**src/rtl/cms_trace_axis_writer_pkg.sv**
```systemverilog
// cms_trace_axis_writer_pkg: shared widths, trace item layout and flush FSM states for the CMS trace writer
package cms_trace_axis_writer_pkg;
  localparam int XLEN = 64;
  localparam int RISC_V_INSTRUCTION_WIDTH = 32;
  localparam int CLK_COUNTER_WIDTH = 64;
  localparam int AXI_DATA_WIDTH = 1024;
  localparam int CTRL_DATA_WIDTH = 64;
  localparam int CMS_FIFO_DEPTH = 16;
  localparam int CMS_HALT_MARGIN = 4;
  localparam int CMS_OVF_COUNT_WIDTH = 32;
  typedef struct packed {
    logic [XLEN-1:0] pc;
    logic [RISC_V_INSTRUCTION_WIDTH-1:0] instr;
    logic [CLK_COUNTER_WIDTH-1:0] clk;
  } trace_item_t;
  localparam int ITEM_WIDTH = $bits(trace_item_t);
  typedef enum logic [1:0] {FLUSH_IDLE, FLUSH_PENDING, FLUSH_PAD} flush_state_t;
endpackage

```
**src/rtl/cms_trace_axis_writer_fifo.sv**
```systemverilog
// cms_sync_fifo: width/depth parameterised synchronous FIFO with show-ahead read and occupancy count
module cms_sync_fifo #(
  parameter int WIDTH = 8,
  parameter int DEPTH = 16
) (
  input  logic                     clk,
  input  logic                     rst_n,
  input  logic                     push,
  input  logic [WIDTH-1:0]         wdata,
  input  logic                     pop,
  output logic [WIDTH-1:0]         rdata,
  output logic [$clog2(DEPTH):0]   count,
  output logic                     full,
  output logic                     empty
);
  localparam int AW = $clog2(DEPTH);
  logic [WIDTH-1:0] mem [DEPTH];
  logic [AW-1:0] wp, rp;
  always_ff @(posedge clk) begin
    if (push) mem[wp] <= wdata;
  end
  always_ff @(posedge clk or negedge rst_n) begin
    if (!rst_n) begin
      wp <= '0;
      rp <= '0;
      count <= '0;
    end else begin
      wp <= wp + AW'(push);
      rp <= rp + AW'(pop);
      count <= count + (AW+1)'(push) - (AW+1)'(pop);
    end
  end
  assign rdata = mem[rp];
  assign full = count == (AW+1)'(DEPTH);
  assign empty = count == '0;
endmodule

```
**src/rtl/cms_trace_axis_writer.sv**
```systemverilog
// cms_trace_axis_writer: buffers filtered trace items and streams them as AXI4-Stream beats with tlast, flush and CPU halt.
// Occupancy counts the FIFO plus the registered output slot, so FIFO_DEPTH is the total item capacity.
module cms_trace_axis_writer #(
  parameter int ITEM_WIDTH = cms_trace_axis_writer_pkg::ITEM_WIDTH,
  parameter int AXI_DATA_WIDTH = cms_trace_axis_writer_pkg::AXI_DATA_WIDTH,
  parameter int FIFO_DEPTH = cms_trace_axis_writer_pkg::CMS_FIFO_DEPTH,
  parameter int HALT_MARGIN = cms_trace_axis_writer_pkg::CMS_HALT_MARGIN,
  parameter int CTRL_DATA_WIDTH = cms_trace_axis_writer_pkg::CTRL_DATA_WIDTH,
  parameter int OVF_COUNT_WIDTH = cms_trace_axis_writer_pkg::CMS_OVF_COUNT_WIDTH
) (
  input  logic                          clk,
  input  logic                          rst_n,
  input  logic                          item_valid,
  input  logic [ITEM_WIDTH-1:0]         item_data,
  input  logic [63:0]                   clk_counter,
  input  logic                          halting_on_full_fifo_enabled,
  input  logic [CTRL_DATA_WIDTH-1:0]    tlast_interval,
  input  logic                          flush_req,
  output logic [AXI_DATA_WIDTH-1:0]     m_axis_tdata,
  output logic [AXI_DATA_WIDTH/8-1:0]   m_axis_tkeep,
  output logic                          m_axis_tvalid,
  input  logic                          m_axis_tready,
  output logic                          m_axis_tlast,
  output logic                          halt_cpu,
  output logic [$clog2(FIFO_DEPTH):0]   fifo_count,
  output logic [OVF_COUNT_WIDTH-1:0]    overflow_count,
  output logic [63:0]                   last_write_timestamp
);
  import cms_trace_axis_writer_pkg::*;
  localparam int CW = $clog2(FIFO_DEPTH) + 1;
  logic [ITEM_WIDTH-1:0] head, src;
  logic [CW-1:0] fcnt, total;
  logic fempty, ffull, xfer, slot_free, load_item, load_pad, bypass, accept, push, pop, drop;
  logic is_last, hit, tlast_new, drained, flush_pending;
  logic [CTRL_DATA_WIDTH-1:0] beats, beats_eff;
  logic [CTRL_DATA_WIDTH:0] beats_next;
  flush_state_t state, state_nxt;
  cms_sync_fifo #(.WIDTH(ITEM_WIDTH), .DEPTH(FIFO_DEPTH)) u_fifo (
    .clk(clk), .rst_n(rst_n), .push(push), .wdata(item_data), .pop(pop),
    .rdata(head), .count(fcnt), .full(ffull), .empty(fempty)
  );
  // An empty FIFO lets a fresh item go straight into the output slot for one-cycle latency
  always_comb begin
    total = fcnt + CW'(m_axis_tvalid);
    xfer = m_axis_tvalid & m_axis_tready;
    slot_free = ~m_axis_tvalid | m_axis_tready;
    load_item = slot_free & (~fempty | item_valid);
    bypass = load_item & fempty;
    accept = item_valid & ((total < CW'(FIFO_DEPTH)) | xfer);
    push = accept & ~bypass & ~ffull;
    pop = load_item & ~fempty;
    drop = item_valid & ~accept;
    src = fempty ? item_data : head;
    is_last = fempty | ((fcnt == CW'(1)) & ~item_valid);
    beats_eff = xfer ? (m_axis_tlast ? '0 : beats + CTRL_DATA_WIDTH'(1)) : beats;
    beats_next = {1'b0, beats_eff} + (CTRL_DATA_WIDTH+1)'(1);
    hit = (tlast_interval == '0) | (beats_next >= {1'b0, tlast_interval});
    tlast_new = hit | (flush_pending & is_last);
    drained = ~m_axis_tvalid & fempty & ~item_valid;
  end
  always_ff @(posedge clk or negedge rst_n) begin
    if (!rst_n) state <= FLUSH_IDLE;
    else state <= state_nxt;
  end
  always_comb begin
    state_nxt = state;
    case (state)
      FLUSH_IDLE:    state_nxt = flush_req ? FLUSH_PENDING : FLUSH_IDLE;
      FLUSH_PENDING: state_nxt = ((xfer & m_axis_tlast) | (drained & beats == '0)) ? FLUSH_IDLE :
                                 drained ? FLUSH_PAD : FLUSH_PENDING;
      FLUSH_PAD:     state_nxt = xfer ? FLUSH_IDLE : FLUSH_PAD;
      default:       state_nxt = FLUSH_IDLE;
    endcase
  end
  always_comb begin
    flush_pending = state == FLUSH_PENDING;
    load_pad = flush_pending & drained & (beats != '0);
  end
  always_ff @(posedge clk or negedge rst_n) begin
    if (!rst_n) begin
      m_axis_tdata <= '0;
      m_axis_tvalid <= 1'b0;
      m_axis_tlast <= 1'b0;
      beats <= '0;
      last_write_timestamp <= '0;
      overflow_count <= '0;
      halt_cpu <= 1'b0;
    end else begin
      if (load_item) begin
        m_axis_tdata <= AXI_DATA_WIDTH'(src);
        m_axis_tlast <= tlast_new;
        m_axis_tvalid <= 1'b1;
      end else if (load_pad) begin
        m_axis_tdata <= '0;
        m_axis_tlast <= 1'b1;
        m_axis_tvalid <= 1'b1;
      end else if (xfer) begin
        m_axis_tvalid <= 1'b0;
        m_axis_tlast <= 1'b0;
      end
      if (xfer) begin
        beats <= m_axis_tlast ? '0 : beats + CTRL_DATA_WIDTH'(1);
        last_write_timestamp <= clk_counter;
      end
      if (drop && !(&overflow_count)) overflow_count <= overflow_count + OVF_COUNT_WIDTH'(1);
      halt_cpu <= halting_on_full_fifo_enabled & (total >= CW'(FIFO_DEPTH - HALT_MARGIN));
    end
  end
  assign m_axis_tkeep = '1;
  assign fifo_count = total;
endmodule

```
**config.mk**
```make
export PLATFORM = sky130hd
export DESIGN_NAME = cms_trace_axis_writer
export DESIGN_NICKNAME = d
export VERILOG_FILES = /design/src/rtl/cms_trace_axis_writer_pkg.sv /design/src/rtl/cms_trace_axis_writer_fifo.sv /design/src/rtl/cms_trace_axis_writer.sv
export SDC_FILE = /design/constraint.sdc
export NUM_CORES = 2
export LEC_CHECK = 0
export BUFFER_PORTS_ARGS = -buffer_cell sky130_fd_sc_hd__buf_4
export CAP_MARGIN = 25
export CELL_PAD_IN_SITES_DETAIL_PLACEMENT = 1
export CELL_PAD_IN_SITES_GLOBAL_PLACEMENT = 1
export CORE_AREA = 10 10 598 600
export DETAILED_ROUTE_END_ITERATION = 10
export DIE_AREA = 0 0 608 610
export PLACE_DENSITY = 0.62
export SYNTH_ARGS = -nofsm -noshare
export SYNTH_HDL_FRONTEND = slang
export SYNTH_SLANG_ARGS = --single-unit
export TNS_END_PERCENT = 10
```
**constraint.sdc**
```tcl
create_clock -name clk -period 12.8 [get_ports clk]
set_input_delay 1.28 -clock clk [delete_from_list [all_inputs] [get_ports clk]]
set_output_delay 1.28 -clock clk [all_outputs]
set_load 0.03 [all_outputs]
```
==> results.md <==
Cells and area:
- Relative to the synthesized area, the layout overhead comes to 13.85%.
- The fraction of final layout cells sized beyond drive strength 1 is 26.15%.
- The finished layout holds 12250 standard cells, fillers aside.
- For this run, the share of the core covered by cells in the final layout is 40.23%.
- The number of nets at the end of the flow is 7758.

Floorplanning:
- From bottom edge to top edge, the die measures 610 um.
- The effective utilization at floorplan is 35.34%.
- The die outline width is 608 um.
- The core region is 345400 um2.
- The area of the die is 370900 um2.
- The floorplan row count is 216.
- The I/O pin count is 1550.

Setup path:
- The critical path data required time is 13.60 ns.
- The type of element capturing the critical path is a flop.
- The data arrival time of the critical path is 7.41 ns.
- Along the worst path, the maximum fanout reaches 12.
- The start-to-end type of the worst setup path is reg2reg.
- The worst setup path is launched from a flop.

Place:
- The routability congestion estimate is 0.8297.
- The total instance count after detailed placement is 11630.
- The detailed-placement wirelength estimate is 208.3 mm.
- The number of I/O port buffers is 557.

CTS:
- The buffer depth of the longest clock path is 4.
- The number of gates resized after CTS was 0.
- The H-tree depth reported by CTS is 5.
- The cell sitting at the root of the clock tree is a clkbuf_16.
- The number of buffers added by the clock tree synthesis step is 318.
- TritonCTS built the clock tree.
- After clock tree synthesis, the clock-pin slew on the worst setup and hold paths is 0.06 ns.
- The insertion delay of the later-clocked pin in the worst-skew pair is 0.96 ns.
- The cts-stage hold buffer count is 0.
- The buffers inserted during post-CTS setup optimization is 0.
- Clock tree synthesis found a total of 2898 sinks.

Route:
- The number of vias in the routed layout is 63000.
- The via density per instance is 5.143.
- Dividing the detail-routed wire length by the instance count gives 29.25 um.
- The detailed router finished its first iteration with 5830 violations.
- The number of remaining DRC errors is 0.
- The wire length reported by the detailed router is 358.2 mm.
- In this run the remaining antenna-violating nets after routing total 0.
- The first-pass iteration count of the detailed router is 5.

Job:
- The number of max-capacitance violations reported is 0.

Global routing:
- The initial antenna violation count is 83.
- The number of global-route vias before repair was 67540.
- The all-layer global routing usage is 18.54%.
- Entering global routing, the biggest net connects 141 pins.
- The total congestion overflow is 0.
- The first global-routing pass estimated 510.7 mm of wire.

Yosys:
- For this run, the register share of the synthesized area comes to 69.92%.
- Sorting the synthesized cells by area gives the leading types as edfxtp_1 (63%), mux4_2 (15%), dfrtp_1 (6.9%).
- The commonest cells after synthesis are edfxtp_1 (2560), buf_4 (998), mux4_2 (800).
- The synthesized netlist occupies a cell area of 122000 um2.
- The number of synthesized flops with an enable pin is 2560.
- The number of distinct library cell variants in the gate-level netlist after synthesis is 87.
- Counting flops with an async set or reset pin after synthesis yields a share of 11.66%.
- edfxtp_1 takes more of the synthesized area than any other cell.
- The yosys synthesis warning count is 0.
- The average cell area after synthesis is 18.26 um2.
- The gate count after technology mapping is 6683.
- The total of flip-flops plus latches after synthesis is 2898.
- Yosys instantiated no cell more often than edfxtp_1.
- In the synthesized netlist the dominant register cell turns out to be edfxtp_1.
- The area share of the largest cell type after synthesis is 62.99%.

Timing:
- The clock arrives with 0.1128 ns of skew.
- The final count of negative-setup-slack endpoints is 0.
- The final hold violation count is 0.
- Timing would allow up to 151.3 MHz.
- The clock period minus worst slack is 6.610 ns.
- The worst hold margin is 0.2875 ns.
- The final cycle utilization of the critical path is 51.64%.
- The total count of max-transition violations in the final report is 0.
- Setup repair after global routing left no endpoint under its margin.
- The worst-margin pin slew is 1.237 ns.
- The worst relative slew slack is 17.53%.
- In the final timing run, aggregate negative setup slack is 0 ns.

Worst hold path:
- The type of the worst min-delay path is in2async.

Outcome:
- The run finished with clean final reports.

Power:
- The total power divided by cell area is 215.0 nW/um2.
- The worst-case IR drop observed on VDD is 153.1 uV.
- Total power for the finished layout comes to 29.87 mW.
- The analysis attributes to cell leakage a power of 49.15 nW.
-- state kept, by name, indices dropped and copies added (netlist names) --
register              flops
u_fifo.mem             2560
last_write_timestamp     64
m_axis_tlast              1
overflow_count           32
beats                    64
state                     2
halt_cpu                  1
m_axis_tvalid             1
m_axis_tdata            160
u_fifo.wp                 4
u_fifo.rp                 4
u_fifo.count              5
-- per-layer routing --
| layer | track usage, % | share of wire [%] | vias to the layer above |
|---|---|---|---|
| met5 | 0 | 0.13 | - |
| met3 | 4.146 | 7.0 | 615 |
| li1 | - | - | 25720 |
| met2 | 31.52 | 50 | 2342 |
| met1 | 23.71 | 40 | 34250 |
| met4 | 5.811 | 3.2 | 72 |
-- stage by stage --
stage	cell area, um2	setup slack [ns]
2_1_floorplan	125800	-1.211
4_1_cts	138800	6.368
3_5_place_dp	128300	5.773
5_1_grt	138900	5.724
3_3_place_gp	128300	5.828
6_report	139000	6.190
-- cell type report --
class                      instances  area, um2
fill                           33970     206400
sequential                      2898      85350
multi-input combinational       3395      31630
clock buffer                     436       8787
tap                             4578       5728
timing repair buffer             667       5350
clock inverter                   154       1684
inverter                         101      379.1
antenna                           20      50.05
-- cell usage in the layout, fill, tap and decap left out, types with 82 or more instances in the layout --
cell / synthesis / final
a22oi_1: 158 / 158
buf_4: 998 / 641
clkbuf_1: 187 / 85
clkbuf_16: 0 / 323
conb_1: 2 / 992
dfrtp_1: 338 / 334
edfxtp_1: 2560 / 2560
ha_1: 82 / 82
inv_1: 100 / 100
mux4_2: 800 / 800
nand2_1: 590 / 590
-- logic make-up (layout without fill, tap and decap cells) --
group / Yosys count / in the layout / synth area share (%)
compound gates: 317 / 317 / 1.841
other cells: 2 / 1012 / 0.006153
simple gates: 1063 / 1063 / 4.270
flops: 2898 / 2898 / 69.92
xor+xnor: 132 / 132 / 0.9472
fa+ha+maj: 83 / 83 / 0.8570
buf+inv: 1380 / 1358 / 7.334
mux: 808 / 808 / 14.83
-- where the power goes --
group,switching (mW),internal [mW],total (mW)
Combinational,4.96,3.69,8.65
Clock,3.88,5.30,9.18
Sequential,0.663,11.4,12.0
Total,9.50,20.4,29.9
-- path summary, 6_finish.rpt --
path	cells after the start	endpoint	slack, ns	startpoint
max	20	m_axis_tlast	6.19	beats[0]
min	1	m_axis_tdata[121]	0.29	rst_n
max reg2reg	20	m_axis_tlast	6.19	beats[0]
min reg2reg	2	last_write_timestamp[26]	0.48	last_write_timestamp[26]
max in group asynchronous	3	overflow_count[2]	10.38	rst_n
min in group clk	2	last_write_timestamp[26]	0.48	last_write_timestamp[26]
-- worst max-delay path, cell delays in order, from the launching register on --
cell      delay, ns
dfrtp_1        0.47
ha_1           0.41
nand2_1        0.39
nor2_1         0.60
nand4_1        0.69
or3_1          0.56
a21oi_1        0.38
and3_1         0.26
nand4_2        0.31
nor4_1         0.51
xor2_1         0.13
ha_1           0.21
a21o_1         0.18
a21o_1         0.18
a21o_1         0.18
a21o_1         0.18
a21o_1         0.19
a21oi_1        0.13
o311ai_0       0.14
o21ai_0        0.26
o31ai_2        0.10
No activity file was read; power rests on OpenSTA's default activity.
